`config.mk`:
```
export PLATFORM = sky130hd
export DESIGN_NAME = serial_mult_host
export DESIGN_NICKNAME = d
export VERILOG_FILES = /design/src/rtl/serial_mult_host.sv
export SDC_FILE = /design/constraint.sdc
export NUM_CORES = 1
export LEC_CHECK = 0
export ABC_AREA = 1
export CORE_MARGIN = 2
export CORE_UTILIZATION = 50
export CTS_CLUSTER_SIZE = 40
export DETAILED_ROUTE_END_ITERATION = 6
export PLACE_DENSITY = 0.8
export SETUP_SLACK_MARGIN = 0.3
export SLEW_MARGIN = 30
export SYNTH_ARGS = -nofsm -noshare
export SYNTH_HDL_FRONTEND = slang
export SYNTH_SLANG_ARGS = --single-unit
```
`constraint.sdc`:
```
create_clock -name CLK -period 2.55 [get_ports CLK]
set_input_delay 0.255 -clock CLK [delete_from_list [all_inputs] [get_ports CLK]]
set_output_delay 0.255 -clock CLK [all_outputs]
set_load 0.03 [all_outputs]
```
`src/rtl/serial_mult_host.sv`:
```
// Host side of the bit-serial multiplier link: shifts two N-bit operands out
// LSB-first under IE, collects the 2N-bit product from O, and checks it.
module serial_mult_host #(
   parameter int unsigned N          = 4,
   parameter int unsigned RESP_DELAY = 1
) (
   input  logic            CLK,
   input  logic            RST,
   input  logic            REQ_VALID,
   output logic            REQ_READY,
   input  logic [N-1:0]    OP_A,
   input  logic [N-1:0]    OP_B,
   output logic            IE,
   output logic            A,
   output logic            B,
   input  logic            O,
   output logic            RES_VALID,
   input  logic            RES_READY,
   output logic [2*N-1:0]  RES,
   output logic            MISMATCH,
   output logic            BUSY
);
   localparam int unsigned PW = 2 * N;
   localparam int unsigned CW = $clog2(PW + RESP_DELAY + 1);

   typedef enum logic [2:0] {
      S_IDLE,
      S_SEND,
      S_WAIT,
      S_RECV,
      S_DONE
   } state_t;

   state_t        state;
   logic [N-1:0]  opa;
   logic [N-1:0]  opb;
   logic [N-1:0]  sha;
   logic [N-1:0]  shb;
   logic [PW-2:0] sr;
   logic [CW-1:0] cnt;
   logic [PW-1:0] prod_c;
   logic [PW-1:0] exp_c;

   assign REQ_READY = (state == S_IDLE);
   assign BUSY      = (state != S_IDLE);

   // Product including the bit arriving this cycle; the oldest bit ends up in bit 0.
   assign prod_c = {O, sr};
   assign exp_c  = PW'(opa) * PW'(opb);

   always_ff @(posedge CLK) begin
      if (RST) begin
         state     <= S_IDLE;
         opa       <= '0;
         opb       <= '0;
         sha       <= '0;
         shb       <= '0;
         sr        <= '0;
         cnt       <= '0;
         IE        <= 1'b0;
         A         <= 1'b0;
         B         <= 1'b0;
         RES_VALID <= 1'b0;
         RES       <= '0;
         MISMATCH  <= 1'b0;
      end else begin
         case (state)
            S_IDLE: begin
               if (REQ_VALID) begin
                  opa   <= OP_A;
                  opb   <= OP_B;
                  sha   <= OP_A >> 1;
                  shb   <= OP_B >> 1;
                  IE    <= 1'b1;
                  A     <= OP_A[0];
                  B     <= OP_B[0];
                  cnt   <= '0;
                  state <= S_SEND;
               end
            end
            S_SEND: begin
               if (cnt == CW'(N - 1)) begin
                  IE    <= 1'b0;
                  A     <= 1'b0;
                  B     <= 1'b0;
                  cnt   <= '0;
                  state <= (RESP_DELAY == 0) ? S_RECV : S_WAIT;
               end else begin
                  A   <= sha[0];
                  B   <= shb[0];
                  sha <= sha >> 1;
                  shb <= shb >> 1;
                  cnt <= cnt + CW'(1);
               end
            end
            S_WAIT: begin
               if (cnt == CW'(RESP_DELAY - 1)) begin
                  cnt   <= '0;
                  state <= S_RECV;
               end else begin
                  cnt <= cnt + CW'(1);
               end
            end
            S_RECV: begin
               sr <= prod_c[PW-1:1];
               if (cnt == CW'(PW - 1)) begin
                  RES       <= prod_c;
                  RES_VALID <= 1'b1;
                  MISMATCH  <= (prod_c != exp_c);
                  cnt       <= '0;
                  state     <= S_DONE;
               end else begin
                  cnt <= cnt + CW'(1);
               end
            end
            S_DONE: begin
               if (RES_READY) begin
                  RES_VALID <= 1'b0;
                  MISMATCH  <= 1'b0;
                  state     <= S_IDLE;
               end
            end
            default: state <= S_IDLE;
         endcase
      end
   end
endmodule

```
# After elaboration in Yosys (flattened, before gate mapping)
# Index checks and enable logic that the tools add are counted.
# totals
regBits	43
inputBits	13
output_inout_bits	15
word_cells	73
# classes
add_sub_neg	1
mul	1
n_eq_ne	13
mux	31
n_reduce_logical	14
# op_table
operator	n
$mux 4	8
$pmux 4 s2	2
$pmux 4 s4	1
$mux 3	5
$pmux 3 s5	1
$ne 2x2->1 const B	6
$pmux 1 s2	5
$mux 1	9
$reduce_and 3->1	3
$mul 4x4->8	1
$ne 8x8->1	1
$reduce_and 2->1	4
$eq 3x2->1 const B	2
$reduce_and 5->1	1
$add 4x1->4 const B	1
$eq 4x2->1 const B	1
$eq 4x3->1 const B	1
$logic_not 4->1	1
$reduce_bool 2->1	2
$reduce_bool 4->1	1
$eq 3x1->1 const B	1
$eq 3x3->1 const B	1
$logic_not 3->1	1
$reduce_bool 3->1	1

# Logic depth before layout (Yosys ltp)
# Gate-level depths: netlist of run 1.
# depth
word_depth	4
ltp_mapped	17
depth_no_buf	17

# Least setup slack after synthesis of run 1
# No wires, ideal clock.
# synth_timing
kind	register to register
start	reg opa[0]
end	reg MISMATCH
setup_ps	132
arrival_ps	2560
required_time_ps	2418
slack_ps	-142
path_stages_with_launch	14
path_buffers	0
period_less_slack_ps	2692
cell_sequence	dfxtp_1 nand2_1 fa_1 fa_1 fa_1 inv_1 nand2_1 nand2_1 nor2_1 nand3_1 nor2_1 nand3_1 nand2_1 a21oi_1
# synth_via
elab_chain_len	4
# synth_rtl
item	line_no	rtl
start: declaration	35	logic [N-1:0] opa;
start signal: assignment	54	opa <= '0;
start signal: assignment	70	opa <= OP_A;
$mul 4x4->8	49	assign exp_c = PW'(opa) * PW'(opb);
$ne 8x8->1	109	MISMATCH <= (prod_c != exp_c);
$mux 1	106	if (cnt == CW'(PW - 1)) begin
$pmux 1 s2	67	case (state)
end signal: assignment	109	
end: declaration	20	output logic MISMATCH,
# No other way between the ends. The select of a mux whose other input is x is not followed.
# A chain may end at the register's enable or synchronous reset.

# Final worst setup path of run 1
# layout_timing
start	reg opa[2]
end	reg MISMATCH
# The elaborated chain is that of the path after synthesis.

==> impl_metrics.tcl, run 1 <==
set metrics [dict create \
    p_leak_nw 1.32 \
    worstPathCellList "nand2_2, fa_1, fa_1, fa_1, inv_1, nand2_1, nand2_1, nor2_1, nand3_1, nor2_1, nand3_1, nand2_1, a21oi_2" \
    cts_tree "built" \
    grt_usage_pct 21.8 \
    place.gp.congestion 0.862 \
    die_y_um 72.0 \
    first_pass_iters 5 \
    drive_gt1_share_pct 11.4 \
    core_area_um2 4410 \
    vdd_drop_max_v 0.000526 \
    timing.slew.headroom_pct 63.7 \
    timing.final.crit_share_pct 104 \
    avgSynthCellArea_um2 7.17 \
    synth_area_um2 2310 \
    syn_to_final_growth_pct 21.8 \
    syn_nets 354 \
    cts.path.max_buffers 2 \
    place_area_um2 2690 \
    violations "negative setup slack" \
    vias 2146 \
    final_nets 390 \
    clk_latency_ns 0.30 \
    slew_viol_final 0 \
    critPathCaptureType "register" \
    setup_viol 1 \
    arrival_ns 2.84 \
    startpoint_type "register" \
    fillers 420 \
    grt_max_degree 22 \
    drc 0 \
    max_freq_mhz 379 \
    drv_cap 0 \
    drt_iter0_markers 186 \
    io_pins 28 \
    grt_antenna_before_repair 0 \
    synthCells 323 \
    final_area_um2 2820 \
    power_w 0.00239 \
    first_global_vias 2067 \
    root_buffer "clkbuf_8" \
    cts.sinks 41 \
    worstPathMaxFanout 2 \
    yosys_warnings 0 \
    clk_pin_slew_worst_paths_ns 0.09 \
    worst_pin_slew_ns 0.544 \
    detail_route.wl_per_cell_um 12.3 \
    rsz0062_at_grt "yes" \
    critical_path.max_stage_delay_ns 0.55 \
    row_count 24 \
    drt-vias-per-instance 5.21 \
    place.port_buffers 27 \
    numCtsBuffers 5 \
    cpMaxStageDelayCell "fa_1" \
    crit_required_ns 2.74 \
    n_antenna_cell 0 \
    ys_ff_latch 41 \
    tns_ns -0.0915 \
    die_area_um2 5190 \
    synth.distinct_cells 22 \
    grt-ovfl-total 0 \
    clock_skew_ns 0.00700 \
    status "complete, but fails checks" \
    grt_pass1_wl_mm 8.90 \
    final.setup.worst_slack_ns -0.0915 \
    die_x_um 72.0 \
    post_cts_buffers 0 \
    critPathKind "reg -> reg" \
    dp.final_hpwl_mm 3.75 \
    start_util_pct 52.4 \
    synth.yosys.seq_area_share_pct 35.5 \
    timing.hold.ws_ns 0.468 \
    dpl_worst_slack_ns -0.0705 \
    htreeDepth 2 \
    ant_nets 0 \
    hp-class "reg -> reg" \
    fin_crit_ns 2.64 \
    power_density_nw_per_um2 848 \
    hold_viol_final 0 \
    finalWirelength_mm 5.07 \
]
==> report_power, final <==
group          switching [W]  leakage, nW  internal [W]
registers          0.0000986        0.337      0.000768
clock network       0.000241       0.0574      0.000318
logic               0.000604        0.924      0.000362
total               0.000944         1.32       0.00145
==> layout by cell type (no fill, tap or decap), drive strengths merged, types with 4 or more instances in the layout <==
master and count:
fa 4, a31oi 7, nand2 84, inv 55, dfxtp 41, a211oi 6
buf 9, ha 14, nor2 28, a21oi 28, clkdlybuf4s50 27, o21ai 25
clkbuf 6, nand3 19
==> registers in the layout (all words and copies together), names as in the netlist <==
register	cells
A	1
B	1
IE	1
MISMATCH	1
RES	8
RES_VALID	1
cnt	4
opa	4
opb	4
sha	3
shb	3
sr	7
state	3
==> per-stage QoR <==
| step | utilization, % | std cells |
|---|---|---|
| after floorplan | - | 323 |
| after global placement | 61.0 | 404 |
| after detailed placement | 61.0 | 404 |
| after CTS | 63.8 | 412 |
| after global routing | 63.9 | 412 |
| final | 63.9 | 412 |
==> per-layer routing <==
| layer | global-route usage [%] | up-vias | wire length (µm) |
|---|---|---|---|
| li1 | - | 1103 | - |
| met1 | 26.7 | 963 | 2200 |
| met2 | 38.3 | 70 | 2490 |
| met3 | 4.31 | 10 | 288 |
| met4 | 7.55 | 0 | 99 |
| met5 | 0 | - | 0 |
==> final timing paths <==
kind / startpoint / end / slack (ns) / cells after the start
worst min register to register: shb[2] / shb[2] / 0.47 / 2
worst min-delay path: shb[2] / shb[2] / 0.47 / 2
worst max-delay path: opa[2] / MISMATCH / -0.09 / 13
worst max register to register: opa[2] / MISMATCH / -0.09 / 13
==> final cells by class <==
type                    count  area, µm²  share of cell area (%)
repair buffers             36        338                    12.0
clock buffers               6       82.6                    2.93
inverters                  55        206                    7.32
multi-input cells         220       1260                    44.8
clock inverters             2       37.5                    1.33
flip-flops and latches     41        828                    29.4
well taps                  52       65.1                    2.31
==> what timing repair did <==
| item | 4_1_cts | 5_1_grt |
|---|---|---|
| hold buffers | 0 | 0 |
| gates resized for setup | 1 | 1 |
| pin swaps | 0 | 2 |
| endpoints found under the setup margin | 1 | 1 |
| hold endpoints to repair | 0 | 0 |
==> critical path, delay by kind of cell (launching register included) <==
kind	cells	cell delay (ns)
DFF	1	0.35
adders and majority gates	3	1.54
buffers and inverters	1	0.04
and+or+nand+nor	8	0.56
AOI/OAI and AO/OA	1	0.05
==> cell families after synthesis <==
| kind of cell | share of synthesized area, % |
|---|---|
| xor gates and xnor gates | 0.757 |
| adders and majority gates | 11.0 |
| AOI/OAI and AO/OA | 15.3 |
| and+or+nand+nor | 27.0 |
| DFF | 35.5 |
| buffers and inverters | 10.5 |
==> cells in the mapped netlist <==
cell,n,area share [%]
nor2_4,6,2.9
dfxtp_1,41,35
a21oi_1,28,6.1
clkbuf_1,4,0.65
nand2_1,82,13
nor2_8,2,1.7
nor3_1,2,0.43
inv_1,51,8.3
o21ai_0,24,5.2
buf_6,1,0.49
inv_2,4,0.65
a31oi_1,7,1.9
nand4_1,1,0.27
buf_2,2,0.43
xor2_1,2,0.76
a211oi_1,6,1.9
fa_1,4,3.5
ha_1,14,7.6
nand3_1,19,4.1
nand2_4,2,0.97
nor2_1,20,3.2
o21ai_1,1,0.22
(Power assumes the default switching activity.)
==> run 2: changes to the inputs <==
- CAP_MARGIN: default -> 15
==> results of run 2 <==
The final DEF is identical to that of run 1; final timing and power are the same.
==> run 3: changes to the inputs <==
- ABC_CLOCK_PERIOD_IN_PS: default -> 2550
- CORE_UTILIZATION: 50 -> 52
- CTS_BUF_LIST: default -> sky130_fd_sc_hd__clkbuf_8
- PLACE_DENSITY: 0.8 -> 0.82
==> impl_metrics.tcl, run 3 (synthesis results as in run 1) <==
set metrics [dict create \
    p_leak_nw 1.33 \
    die_y_um 70.7 \
    cts_tree "built" \
    row_count 24 \
    die_area_um2 5000 \
    timing.hold.ws_ns 0.466 \
    vias 2148 \
    n_antenna_cell 0 \
    vdd_drop_max_v 0.000482 \
    reg_top3 "RES (8), sr (7)" \
    dp.final_hpwl_mm 3.62 \
    rsz0062_at_grt "yes" \
    final_cell_mix "79 x nand2_1, 51 x inv_1, 35 x dfxtp_1" \
    final.setup.worst_slack_ns -0.0215 \
    first_pass_iters 4 \
    holdPathEnd "shb[2]" \
    largest_reg_flops 8 \
    timing.final.crit_share_pct 101 \
    crit_required_ns 2.74 \
    detail_route.wl_per_cell_um 12.1 \
    final_nets 390 \
    drc 0 \
    io_pins 28 \
    status "complete, but fails checks" \
    arrival_ns 2.76 \
    place.port_buffers 27 \
    ant_nets 0 \
    drive_gt1_share_pct 11.4 \
    htreeDepth 2 \
    grt_antenna_before_repair 0 \
    drt_iter0_markers 157 \
    grt_usage_pct 21.3 \
    hp-class "reg -> reg" \
    setup_viol 1 \
    post_cts_buffers 0 \
    startpoint_type "register" \
    min_path_cells 2 \
    power_density_nw_per_um2 873 \
    min_from "shb[2]" \
    drv_cap 0 \
    crit_start "opa[2]" \
    reg2reg_to "MISMATCH" \
    regToRegSetupSlack_ns -0.02 \
    place.gp.congestion 0.842 \
    first_global_vias 1967 \
    fin_crit_ns 2.57 \
    cts.path.max_buffers 2 \
    numCtsBuffers 5 \
    core_area_um2 4320 \
    timing.slew.headroom_pct 63.9 \
    critPathCaptureType "register" \
    place_area_um2 2690 \
    worst_pin_slew_ns 0.541 \
    worstRegToRegCells 13 \
    critPathKind "reg -> reg" \
    grt-ovfl-total 0 \
    clk_pin_slew_worst_paths_ns 0.09 \
    clk_latency_ns 0.30 \
    syn_to_final_growth_pct 23.0 \
    final_area_um2 2850 \
    finalWirelength_mm 4.98 \
    die_x_um 70.7 \
    cts.sinks 41 \
    clock_skew_ns 0.00615 \
    slew_viol_final 0 \
    tns_ns -0.0215 \
    reg2reg_from "opa[2]" \
    max_freq_mhz 389 \
    top_register "RES" \
    grt_max_degree 22 \
    violations "negative setup slack" \
    hold_viol_final 0 \
    worstPathMaxFanout 2 \
    start_util_pct 53.5 \
    drt-vias-per-instance 5.21 \
    mostFrequentLayoutCell "nand2_1" \
    root_buffer "clkbuf_8" \
    grt_pass1_wl_mm 8.62 \
]
## run 3: how the worst max path moves through the flow
| stage | to | slack, ns | cells past startpoint |
|---|---|---|---|
| 2_1_floorplan | MISMATCH | 0.03 | 13 |
| 4_1_cts | MISMATCH | -0.02 | 13 |
| 5_1_grt | MISMATCH | -0.17 | 17 |
| 6_report | MISMATCH | -0.02 | 13 |
| 3_5_place_dp | MISMATCH | -0.02 | 13 |
| 3_3_place_gp | MISMATCH | 0.03 | 13 |
## run 3: per-stage QoR
stage          power [W]  std cells  worst slack, ns  util (%)
2_1_floorplan    0.00155        323           0.0339         -
3_3_place_gp     0.00180        404           0.0345      62.3
3_5_place_dp     0.00183        404          -0.0190      62.3
4_1_cts          0.00248        412          -0.0218      65.5
5_1_grt          0.00264        412           -0.166      65.8
6_report         0.00249        412          -0.0215      65.8
## run 3: routing by layer
layer,GRT usage (%),part of all wire (%)
met1,26.8,45
met2,36.4,49
met3,4.70,4.5
met4,6.71,1.4
met5,0,0
## run 3: critical path, stage by stage (launching register included)
cell and delay, ns:
dfxtp_2 0.34, nand2_2 0.06, fa_1 0.55, fa_1 0.45, fa_1 0.51, inv_1 0.04
nand2_1 0.05, nand2_1 0.04, nor2_1 0.07, nand3_1 0.08, nor2_1 0.08, nand3_1 0.07
nand2_1 0.06, a21oi_1 0.05
## run 3: repair_timing
item | in CTS | in global routing
hold buffers | 0 | 0
pin swaps | 1 | 1
endpoints found under the setup margin | 1 | 1
gates cloned | 0 | 0
resized for setup | 0 | 2
## run 3: layout make-up
class,instances,area (µm²)
sequential,41,828
fill,373,1480
multi-input combinational,220,1270
clock inverter,3,68.8
inverter,55,206
tap,52,65.1
clock buffer,5,68.8
timing repair buffer,36,338
## run 3: power by group
group	leakage (nW)	internal, W	switching [W]
logic	0.921	0.000366	0.000611
registers	0.337	0.000768	0.0000997
clock network	0.0687	0.000394	0.000247
